**config.mk**
```make
export PLATFORM = sky130hd
export DESIGN_NAME = nibble_add_sequencer
export DESIGN_NICKNAME = d
export VERILOG_FILES = /design/src/rtl/nibble_add_sequencer.sv
export SDC_FILE = /design/constraint.sdc
export NUM_CORES = 1
export LEC_CHECK = 0
export ABC_AREA = 1
export BUFFER_PORTS_ARGS = -buffer_cell sky130_fd_sc_hd__buf_2
export CORE_ASPECT_RATIO = 1.75
export CORE_MARGIN = 8
export CORE_UTILIZATION = 49
export DETAILED_ROUTE_END_ITERATION = 12
export HOLD_SLACK_MARGIN = 0.12
export PLACE_DENSITY = 0.75
export SYNTH_ARGS = -nofsm -noshare
export SYNTH_HDL_FRONTEND = slang
export SYNTH_SLANG_ARGS = --single-unit
```
**constraint.sdc**
```tcl
create_clock -name clk -period 2.23 [get_ports clk]
set_clock_uncertainty 0.1 [all_clocks]
set_input_delay 0.1115 -clock clk [delete_from_list [all_inputs] [get_ports clk]]
set_output_delay 0.1115 -clock clk [all_outputs]
set_load 0.05 [all_outputs]
```
**src/rtl/nibble_add_sequencer.sv**
```systemverilog
// ============================================================================
// Module      : nibble_add_sequencer
// Description : W-bit add/subtract stepped one 4-bit lookahead slice per clock,
//               LSB nibble first. Optional macro: NIBBLE_ADD_SAT_EN.
// Revision    : 1.0 - initial release
// ============================================================================
`default_nettype none

module nibble_add_sequencer #(
    parameter int NIBBLES = 4
) (
    input  logic                 clk,
    input  logic                 rst_n,
    input  logic                 in_valid,
    output logic                 in_ready,
    input  logic [4*NIBBLES-1:0] Data1,
    input  logic [4*NIBBLES-1:0] Data2,
    input  logic                 Sub,
    output logic                 out_valid,
    input  logic                 out_ready,
    output logic [4*NIBBLES-1:0] Result,
    output logic                 CF,
    output logic                 OF,
    output logic                 ZF
);

    localparam int                 W      = 4 * NIBBLES;
    localparam int                 C_IDXW = (NIBBLES > 1) ? $clog2(NIBBLES) : 1;
    localparam logic [C_IDXW-1:0]  C_LAST = C_IDXW'(NIBBLES - 1);

    localparam logic [1:0] S_IDLE = 2'd0;
    localparam logic [1:0] S_RUN  = 2'd1;
    localparam logic [1:0] S_DONE = 2'd2;

    logic [1:0]        r_state;
    logic [1:0]        w_state_nxt;
    logic [W-1:0]      r_a;
    logic [W-1:0]      r_b;
    logic              r_carry;
    logic [C_IDXW-1:0] r_idx;
    logic              r_out_valid;

    logic [3:0]        w_a_nib;
    logic [3:0]        w_b_nib;
    logic [3:0]        w_g;
    logic [3:0]        w_p;
    logic [4:0]        w_c;
    logic [3:0]        w_sum;
    logic [W-1:0]      w_final;

    // Operand nibble select for the current lane
    always_comb begin
        w_a_nib = 4'h0;
        w_b_nib = 4'h0;
        for (int i = 0; i < NIBBLES; i++) begin
            if (r_idx == C_IDXW'(i)) begin
                w_a_nib = r_a[4*i +: 4];
                w_b_nib = r_b[4*i +: 4];
            end
        end
    end

    // Generate/propagate carry lookahead, all carries flattened from c0
    assign w_g    = w_a_nib & w_b_nib;
    assign w_p    = w_a_nib ^ w_b_nib;
    assign w_c[0] = r_carry;
    assign w_c[1] = w_g[0] | (w_p[0] & w_c[0]);
    assign w_c[2] = w_g[1] | (w_p[1] & w_g[0]) | (w_p[1] & w_p[0] & w_c[0]);
    assign w_c[3] = w_g[2] | (w_p[2] & w_g[1]) | (w_p[2] & w_p[1] & w_g[0])
                  | (w_p[2] & w_p[1] & w_p[0] & w_c[0]);
    assign w_c[4] = w_g[3] | (w_p[3] & w_g[2]) | (w_p[3] & w_p[2] & w_g[1])
                  | (w_p[3] & w_p[2] & w_p[1] & w_g[0])
                  | (w_p[3] & w_p[2] & w_p[1] & w_p[0] & w_c[0]);
    assign w_sum  = w_p ^ w_c[3:0];

`ifdef NIBBLE_ADD_SAT_EN
    localparam logic [W-1:0] C_SAT_POS = {1'b0, {(W-1){1'b1}}};
    localparam logic [W-1:0] C_SAT_NEG = {1'b1, {(W-1){1'b0}}};
    assign w_final = OF ? (r_a[W-1] ? C_SAT_NEG : C_SAT_POS) : Result;
`else
    assign w_final = Result;
`endif

    assign in_ready  = (r_state == S_IDLE);
    assign out_valid = r_out_valid;

    always_ff @(posedge clk or negedge rst_n) begin
        if (!rst_n) r_state <= S_IDLE;
        else        r_state <= w_state_nxt;
    end

    always_comb begin
        w_state_nxt = r_state;
        case (r_state)
            S_IDLE:  if (in_valid)                   w_state_nxt = S_RUN;
            S_RUN:   if (r_idx == C_LAST)            w_state_nxt = S_DONE;
            S_DONE:  if (r_out_valid && out_ready)   w_state_nxt = S_IDLE;
            default:                                 w_state_nxt = S_IDLE;
        endcase
    end

    always_ff @(posedge clk or negedge rst_n) begin
        if (!rst_n) begin
            r_a         <= '0;
            r_b         <= '0;
            r_carry     <= 1'b0;
            r_idx       <= '0;
            r_out_valid <= 1'b0;
            Result      <= '0;
            CF          <= 1'b0;
            OF          <= 1'b0;
            ZF          <= 1'b0;
        end else begin
            case (r_state)
                S_IDLE: begin
                    if (in_valid) begin
                        r_a     <= Data1;
                        r_b     <= Sub ? ~Data2 : Data2;
                        r_carry <= Sub;
                        r_idx   <= '0;
                    end
                end
                S_RUN: begin
                    for (int i = 0; i < NIBBLES; i++) begin
                        if (r_idx == C_IDXW'(i)) Result[4*i +: 4] <= w_sum;
                    end
                    r_carry <= w_c[4];
                    if (r_idx == C_LAST) begin
                        CF <= w_c[4];
                        OF <= w_c[3] ^ w_c[4];
                    end else begin
                        r_idx <= r_idx + 1'b1;
                    end
                end
                S_DONE: begin
                    // Entry cycle finalises Result/ZF before out_valid rises
                    if (!r_out_valid) begin
                        r_out_valid <= 1'b1;
                        Result      <= w_final;
                        ZF          <= (w_final == '0);
                    end else if (out_ready) begin
                        r_out_valid <= 1'b0;
                    end
                end
                default: r_out_valid <= 1'b0;
            endcase
        end
    end

endmodule

`default_nettype wire

```
==> results of run 1 <==
[critical path, delay by kind of cell, from the launching register on]
family,cells,cell delay [ns]
buffers and inverters,3,0.21
and+or+nand+nor,9,0.96
adders and majority gates,2,0.38
DFF,1,0.44
AOI/OAI and AO/OA,2,0.25
[cells by family (layout without fill, tap and decap cells)]
group,Yosys count,after routing,synth area share (%)
compound gates,50,50,9.41
simple gates,173,173,25.6
fa+ha+maj,9,9,4.18
flops,57,57,49.7
xor+xnor,18,18,5.49
buf+inv,34,153,5.62
[metrics by stage]
step,worst slack [ns],TNS (ns),area (um^2)
final,-0.179,-1.71,4220
after detailed placement,-0.280,-2.33,3350
after global routing,-0.294,-3.84,4220
after CTS,-0.105,-0.793,4100
after floorplan,0.00276,0,2910
after global placement,-0.170,-1.13,3350
[registers in the layout, indices dropped and copies added, names as in the netlist]
signal / count
r_b: 16
r_idx: 2
OF: 1
CF: 1
r_a: 16
r_state: 2
ZF: 1
Result: 16
r_carry: 1
out_valid: 1
[placed cells by master, fill, tap and decap left out, types with 5 or more instances in the layout]
cell | Yosys | routed
nand2_1 | 133 | 116
buf_2 | 7 | 57
dfrtp_1 | 57 | 56
dlygate4sd3_1 | 0 | 34
buf_4 | 2 | 20
o21ai_0 | 28 | 19
xnor2_1 | 17 | 16
nand2_2 | 1 | 15
clkbuf_8 | 0 | 13
o21ai_2 | 2 | 12
inv_1 | 18 | 11
nor2_1 | 10 | 8
nand3_2 | 0 | 8
nor2_4 | 6 | 7
inv_2 | 4 | 7
nand3_1 | 16 | 6
ha_4 | 0 | 6
a21oi_2 | 0 | 5
o21ai_1 | 6 | 5
[per-layer routing]
layer  wire (um)  up-vias  global-route usage (%)
met3         332       38                    5.46
met4         431        0                    15.6
met5           0        -                       0
li1            -     1315                       -
met1        2750     1295                    18.2
met2        4710       83                    38.0
[layout make-up]
type	count	area (um^2)	share of cell area, %
clock buffers	14	183	4.33
clock inverters	2	10.0	0.237
inverters	23	101	2.40
multi-input cells	250	1580	37.5
flip-flops and latches	57	1430	33.8
well taps	78	97.6	2.31
repair buffers	114	818	19.4
[path summary, 6_finish.rpt]
check                          from         end  slack, ns
setup / recovery           r_idx[0]  Result[11]      -0.18
hold / removal                  Sub      r_b[6]       0.21
setup reg to reg           r_idx[0]  Result[11]      -0.18
hold reg to reg              r_b[5]      r_b[5]       0.38
max in group asynchronous     rst_n      r_a[6]       1.23
min in group asynchronous     rst_n          ZF       0.22
[what timing repair did]
item,in CTS,in global routing
pin swaps,28,21
setup buffers,6,1
hold buffers,34,0
setup endpoints to repair,17,19
hold endpoints to repair,62,0
resized for setup,47,30
==> metrics.md, run 1 <==
| Metric | Value |
|---|---|
| Status | finished, violations left |
| Failing checks | setup timing |
| Synth Area per Inst | 8.42 um^2 |
| ANT cells | 0 |
| Grt total ovfl | 0 |
| Clock root cell | clkbuf_8 |
| Ys Warns | 0 |
| Die ar. | 8660 um^2 |
| Tmin final | 2.41 ns |
| Most frequent cell after synthesis | nand2_1 |
| Worst path slowest cell | dfrtp_2 |
| Min Hold Slack | roughly 0.21 ns |
| PortBufs | 57 |
| TritonCTS buffer count | 9 |
| Slew headroom | 56.6% |
| Worst hold path depth | 3 |
| CTS tree | built |
| Hold Crit Class | input port to flip-flop |
| Largest net degree at the start of global routing | 53 |
| Unrepaired setup endpoints after global routing | true |
| Post-Syn Area | 2870 um^2 |
| Setup CP Type | flip-flop to flip-flop |
| Synth cell types | 29 |
| I/O Pins | 58 |
| Area growth syn-to-layout | 46.9% |
| Die Width | ~74 um |
| Critical Path Fanout Max | 7 |
| Fraction of layout cells with a size suffix above 1 | 37.4% |
| CP endpoint kind | flip-flop |
| Vias in the first global route | 2923 |
| Synth async-reset ratio | 100% |
| Worst skew pair latency | approximately 0.35 ns |
| Routed length per instance | 15.3 um |
| Routability congestion estimate | 0.877 |
| Final Hold Viols | 0 |
| Total GRT Usage | between 20% and 30% |
| CP cell instances | inv_4, ha_4, inv_4, nor2_4, nand2_1, nand3_1, o21ai_2, a21oi_2, ha_4, nand3_2, nand3_2, nor2_4, inv_2, nand2_4, nand3_2, nand2_1 |
| Max Cap Viol | 0 |
| Worst Path Required | 2.42 ns |
| Die Y | 117 um |
| Final setup fails | 18 |
| EDFF count, synth | 0 |
| Final WL | 8.22 mm |
| Clock-pin slew on the worst setup and hold paths | 0.06 ns |
| Max Clk Rate | 415 MHz |
| Worst setup SP type | flip-flop |
| Yosys reg bits | 57 |
| Final nets | 501 |
| Initial Util | about half |
| Cells taking the most area after synthesis | dfrtp_1 (50%), nand2_1 (17%), xnor2_1 (5.2%) |
| Synth top area share | 49.7% |
| Core Util, Final | 72.9% |
| DR pass1 iterations | 5 |
| DRC | 0 |
| Clock sinks | 57 |
| Cells after Synth | 341 |
| Core region area | between 5000 and 6000 um^2 |
| Initial antenna violation count | 0 |
| Layout fillers | 404 |
| Post-Place Cells | just under 500 |
| Least-Margin Pin Slew | 0.650 ns |
| Synth area leader | dfrtp_1 |
| Critical path's most frequent cell | nand3_2 |
| Non-Filler Instances | 538 |
| Slowest Stage Delay on Critical Path | 0.44 ns |
| First-pass GRT wire length | 13.3 mm |
| Synth Net Count | 387 |
| Post-route antenna net violation count | 0 |
| Synth top cells by count | nand2_1 (133), dfrtp_1 (57), o21ai_0 (28) |
| Bufs on Longest Clock Path | 2 |
| Vias per cell | slightly above 5 |
| Critical path arrival | 2.60 ns |
| Final period utilization | 108% |
| Floorplan row count | 37 |
| FF-to-FF path depth | 16 |
| Via count | between 2000 and 3000 |
| Setup ws final | -0.179 ns |
| Sequential fraction of the synthesis area | about 50% |
| Ys flop type | dfrtp_1 |
| Post-DP HPWL | between 5 and 6 mm |
| Max Slew Vio Count | 0 |
| DR iter-0 viols | 105 |
| H-tree depth | 3 |
Power of run 1 is not shown: default switching activity piles up to over one toggle a cycle in this logic, so the estimate is an artifact.
==> run 2, diff against run 1 <==
- CORE_UTILIZATION: 49 -> 55
- PLACE_DENSITY: 0.75 -> 0.8
- clock period: 2.23 -> 2.7 ns (I/O delays scaled with it)
==> metrics.md, run 2 (synthesized netlist as in run 1, its figures left out) <==
| Metric | Value |
|---|---|
| Met1 usage | 17.5% (-0.62 points) |
| Vias per cell | 5.31 (+4.6%) |
| Max Slew Vio Count | 0 (unchanged) |
| Routability congestion estimate | 0.973 (+11%) |
| FF-to-FF path depth | 15 (-1) |
| Tmin final | 2.58 ns (+0.170 ns) |
| ANT cells | 0 (unchanged) |
| Worst setup SP type | flip-flop |
| Routed length per instance | 14.5 um (-4.8%) |
| Largest net degree at the start of global routing | 53 (unchanged) |
| Pwr Total | 5.36 mW |
| Initial antenna violation count | 0 (unchanged) |
| TritonCTS buffer count | 9 (unchanged) |
| Final setup fails | 0 (-18) |
| Total GRT Usage | 19.5% (-1.1 points) |
| Area growth syn-to-layout | 32.4% |
| Worst Path Required | 2.83 ns (+0.41 ns) |
| Largest registers | Result (16), r_a (16), r_b (16) |
| RR Startpoint | r_idx[1] |
| Grt total ovfl | 0 (unchanged) |
| CP cell instances | inv_1, ha_2, nor2_4, buf_4, nand2_1, a31oi_1, a21o_1, ha_2, nand3_1, nor2_1, nor2_2, inv_1, nand2_2, nand3_1, nand2_1 |
| Die Width | 70.6 um (-4.4%) |
| Least-Margin Pin Slew | 0.499 ns (-0.152 ns) |
| PwrDens | 1410 nW/um^2 |
| Final Hold Viols | 0 (unchanged) |
| Clock root cell | clkbuf_8 |
| Core region area | 5170 um^2 (-11%) |
| I/O Pins | 58 (unchanged) |
| Worst skew pair latency | 0.34 ns (about the same) |
| Critical path arrival | 2.70 ns (+0.10 ns) |
| Critical Path Fanout Max | 10 (+3) |
| Clock-pin slew on the worst setup and hold paths | 0.06 ns (about the same) |
| Worst reg-to-reg setup slack | 0.12 ns (+0.30 ns) |
| Slew headroom | 66.8% (+10 points) |
| Post-DP HPWL | 5.08 mm (-5.5%) |
| Commonest non-fill, non-tap cell in the layout | nand2_1 |
| CP endpoint kind | flip-flop |
| DRC | 0 (unchanged) |
| Slowest Stage Delay on Critical Path | 0.40 ns (-0.04 ns) |
| Hold Crit Class | input port to asynchronous set/reset pin |
| PortBufs | 57 (unchanged) |
| Bufs on Longest Clock Path | 2 (unchanged) |
| Min Hold Slack | 0.230 ns (+0.0212 ns) |
| R2r endpoint | Result[7] |
| Initial Util | 55.6% (+5.9 points) |
| Multi-input logic area | 1340 um^2 (-15%) |
| LEAKAGE | roughly 2.0 nW |
| Final nets | 490 (-2.2%) |
| GR peak layer | met2 |
| Die ar. | 7880 um^2 (-9.0%) |
| Sequential cell area | 1430 um^2 (about the same) |
| Clock sinks | 57 (unchanged) |
| Fraction of layout cells with a size suffix above 1 | 25.2% (-12 points) |
| Grt met3 use | 5.85% (+0.39 points) |
| Non-Filler Instances | 503 (-6.5%) |
| Final WL | 7.31 mm (-11%) |
| Status | complete, no violations |
| CTS tree | built |
| Die Y | 112 um (-4.8%) |
| Worst path slowest cell | dfrtp_1 |
| M2 GR Usage | 35.4% (-2.6 points) |
| Commonest non-fill, non-tap cells in the layout | nand2_1 (131), dfrtp_1 (57), buf_2 (57), dlygate4sd3_1 (34), o21ai_0 (28) |
| Floorplan row count | 35 (-5.4%) |
| Vias in the first global route | 2840 (-2.8%) |
| Final period utilization | 95.5% (-12 points) |
| Setup CP Type | flip-flop to flip-flop |
| Layout fillers | 393 (-2.7%) |
| H-tree depth | 3 (unchanged) |
| First-pass GRT wire length | 12.2 mm (-8.5%) |
| Core Util, Final | 73.6% (+0.67 points) |
| Via count | 2670 (-2.2%) |
| Post-route antenna net violation count | 0 (unchanged) |
| DR iter-0 viols | 107 (+1.9%) |
| Post-Place Cells | 446 (-7.3%) |
| DR pass1 iterations | 4 (-1) |
| VDD IR max | 0.676 mV |
| Max Cap Viol | 0 (unchanged) |
| Max Clk Rate | 388 MHz (-6.6%) |
==> run 2: cell count changes in the layout (fill, tap and decap cells not counted), sizes merged <==
cell	before	now
clkinv	2	4
inv	23	22
clkbuf	14	11
buf	80	69
clkinvlp	0	1
==> run 2: worst max path at each step <==
stage,start,to,slack (ns),cells past startpoint
6_report,r_idx[1],Result[7],0.12,15
5_1_grt,r_idx[0],OF,-0.11,16
4_1_cts,r_idx[1],Result[10],0.0006,12
3_5_place_dp,r_idx[1],Result[10],-0.13,11
3_3_place_gp,r_idx[1],Result[6],-0.06,11
2_1_floorplan,r_idx[1],Result[10],0.36,12
==> run 2: worst max-delay path, delay by kind of cell (launching register included) <==
family,cells,cell delay [ns]
AOI/OAI and AO/OA,2,0.26
adders and majority gates,2,0.72
buffers and inverters,3,0.34
DFF,1,0.40
and+or+nand+nor,8,0.65
==> run 2: area by class of cell <==
cell class,count,share of cell area (%)
clock buffers,11,3.72
repair buffers,103,18.8
multi-input cells,250,35.2
flip-flops and latches,57,37.5
well taps,55,1.81
inverters,23,2.44
clock inverters,4,0.527
==> run 2: report_power, final <==
| group | switching, mW | internal, mW | total, mW |
|---|---|---|---|
| registers | 0.281 | 1.26 | 1.54 |
| clock network | 0.312 | 0.345 | 0.658 |
| logic | 2.11 | 1.05 | 3.16 |
| total | 2.71 | 2.66 | 5.36 |
==> run 2: repair_timing <==
action | 4_1_cts | 5_1_grt
pin swaps | 0 | 6
setup endpoints to repair | 4 | 17
gates resized for setup | 2 | 13
buffers inserted | 0 | 8
hold buffers | 34 | 0
hold endpoints to repair | 91 | 0
==> run 2: per-layer routing <==
layer | vias up | share of wire (%)
met4 | 0 | 4.5
met2 | 76 | 55
met1 | 1280 | 35
met5 | - | 0
met3 | 25 | 5.6
li1 | 1289 | -
==> run 2: per-stage QoR <==
stage                     instance area [um^2]  worst slack [ns]  setup TNS [ns]
final                                     3800             0.121               0
after global routing                      3800            -0.108          -0.337
after CTS                                 3700          0.000600               0
after detailed placement                  3180            -0.130          -0.321
after global placement                    3180           -0.0642          -0.172
after floorplan                           2870             0.355               0
Power figures use the tool's default switching activity.
==> run 3, diff against run 2 <==
- CORE_UTILIZATION: 55 -> 45
- PLACE_DENSITY: 0.8 -> 0.67
==> metrics.md, run 3 (synthesized netlist as in run 1, its figures left out) <==
| Metric | Value |
|---|---|
| Final Hold Viols | 0 (unchanged) |
| Area growth syn-to-layout | 36.8% |
| Via count | 2577 (-3.5%) |
| Vias in the first global route | 2636 (-7.2%) |
| Non-Filler Instances | 535 (+6.4%) |
| Routability congestion estimate | 0.954 (-1.9%) |
| Routed length per instance | 13.9 um (-4.4%) |
| Final period utilization | 95.9% (+0.38 points) |
| Status | complete, no violations |
| Clock-pin slew on the worst setup and hold paths | 0.06 ns (about the same) |
| Post-route antenna net violation count | 0 (unchanged) |
| Initial antenna violation count | 0 (unchanged) |
| I/O Pins | 58 (unchanged) |
| Setup TNS | 0 ns (unchanged) |
| Setup ws final | 0.111 ns (-0.0102 ns) |
| First-pass GRT wire length | 12.0 mm (-1.8%) |
| FF-to-FF path depth | 12 (-3) |
| Hold Crit Class | input port to asynchronous set/reset pin |
| Largest registers | Result (16), r_a (16), r_b (16) |
| Final nets | 496 (+1.2%) |
| LEAKAGE | 2.01 nW (+1.8%) |
| PwrDens | 1430 nW/um^2 (+1.1%) |
| Total GRT Usage | 16.2% (-3.3 points) |
| Least-Margin Pin Slew | 0.506 ns (+0.00698 ns) |
| Largest net degree at the start of global routing | 53 (unchanged) |
| Fraction of layout cells with a size suffix above 1 | 27.7% (+2.5 points) |
| DR iter-0 viols | 79 (-26%) |
| Final WL | 7.43 mm (+1.7%) |
| Pwr Total | 5.60 mW (+4.4%) |
| Die ar. | 9290 um^2 (+18%) |
| TritonCTS buffer count | 9 (unchanged) |
| Slew headroom | 66.3% (-0.47 points) |
| Clock root cell | clkbuf_8 |
| Grt total ovfl | 0 (unchanged) |
| ANT cells | 0 (unchanged) |
| Initial Util | 46.5% (-9.1 points) |
| Core Util, Final | 63.6% (-10 points) |
| Min Hold Slack | 0.230 ns (+0.000174 ns) |
| Layout fillers | 559 (+42%) |
| Worst skew pair latency | 0.34 ns (about the same) |
| Setup CP Type | flip-flop to flip-flop |
| Max Cap Viol | 0 (unchanged) |
| DP Area | 3210 um^2 (+0.98%) |
| DRC | 0 (unchanged) |
| Final setup fails | 0 (unchanged) |
| Critical path arrival | 2.70 ns (about the same) |
| CP endpoint kind | flip-flop |
| Critical Path Fanout Max | 5 (-5) |
| Post-Place Cells | 471 (+5.6%) |
| Floorplan row count | 38 (+8.6%) |
| Worst Path Required | 2.81 ns (-0.02 ns) |
| H-tree depth | 3 (unchanged) |
| Final instance area | 3930 um^2 (+3.4%) |
| DR pass1 iterations | 4 (unchanged) |
| Die Width | 76.4 um (+8.2%) |
| Tmin final | 2.59 ns (+0.0102 ns) |
| Die Y | 122 um (+9.0%) |
| Max Clk Rate | 386 MHz (-0.39%) |
| PortBufs | 57 (unchanged) |
| CTS tree | built |
| Post-DP HPWL | 5.16 mm (+1.6%) |
| Max Slew Vio Count | 0 (unchanged) |
| Commonest non-fill, non-tap cell in the layout | nand2_1 |
| Vias per cell | 4.82 (-9.3%) |
| Commonest non-fill, non-tap cells in the layout | nand2_1 (129), dfrtp_1 (57), buf_2 (57), dlygate4sd3_1 (34), o21ai_0 (26) |
| Core region area | 6180 um^2 (+20%) |
| VDD IR max | 0.579 mV (-14%) |
| Dpl ws | -0.200 ns (-0.0693 ns) |
| Worst setup SP type | flip-flop |
| Clock sinks | 57 (unchanged) |
| Bufs on Longest Clock Path | 2 (unchanged) |
==> run 3: cell count changes in the layout (fill, tap and decap cells not counted) <==
cell        previous run  this run
o21ai_1                6         8
clkinv_2               4         2
ha_1                   5         3
nand2_2                3         5
inv_2                  6         8
inv_1                 15        13
o21ai_0               28        26
ha_2                   2         4
nand2_1              131       129
clkinvlp_2             0         1
buf_4                 12        16
clkbuf_8              10        13
buf_12                 0         1
==> run 3: layer usage <==
metal  global-route usage, %  vias up  wire, um
li1                        -     1303         -
met1                    15.5     1175      2730
met2                    28.6       76      3920
met3                    6.12       23       427
met4                    10.5        0       356
met5                       0        -         0
==> run 3: critical path, cell delays in order, from the launching register on <==
cell	delay, ns
dfrtp_1	0.41
inv_2	0.10
buf_12	0.11
ha_4	0.16
clkinvlp_4	0.13
buf_4	0.15
o21ai_0	0.24
a21oi_2	0.11
ha_1	0.33
nand3_1	0.13
nand3_2	0.10
xnor2_2	0.28
o21ai_0	0.12
==> run 3: report_power, final <==
part / internal (mW) / leakage [nW] / total (mW) / switching [mW]
clock network: 0.430 / 0.102 / 0.752 / 0.322
registers: 1.26 / 0.714 / 1.55 / 0.290
logic: 1.16 / 1.20 / 3.29 / 2.14
total: 2.85 / 2.01 / 5.60 / 2.75
==> run 3: final cells by class <==
cell class | count | area (um^2) | area share, %
clock buffers | 14 | 183 | 4.65
well taps | 80 | 100 | 2.55
repair buffers | 108 | 766 | 19.5
flip-flops and latches | 57 | 1430 | 36.3
inverters | 23 | 92.6 | 2.36
repair inverters | 1 | 5.00 | 0.127
multi-input cells | 250 | 1350 | 34.3
clock inverters | 2 | 10.0 | 0.255
==> run 3: what timing repair did <==
item | 4_1_cts | 5_1_grt
pin swaps | 2 | 12
setup buffers | 5 | 8
endpoints found under the setup margin | 8 | 18
hold buffers | 34 | 0
cloned | 0 | 1
endpoints found under the hold margin | 91 | 0
resized for setup | 4 | 19
==> run 3: final timing paths <==
| path | startpoint | end | slack [ns] |
|---|---|---|---|
| min | rst_n | ZF | 0.23 |
| max | r_idx[0] | Result[10] | 0.11 |
| max in group asynchronous | rst_n | r_b[7] | 1.97 |
| max reg2reg | r_idx[0] | Result[10] | 0.11 |
| min reg2reg | CF | CF | 0.37 |
| min in group clk | Sub | r_carry | 0.24 |
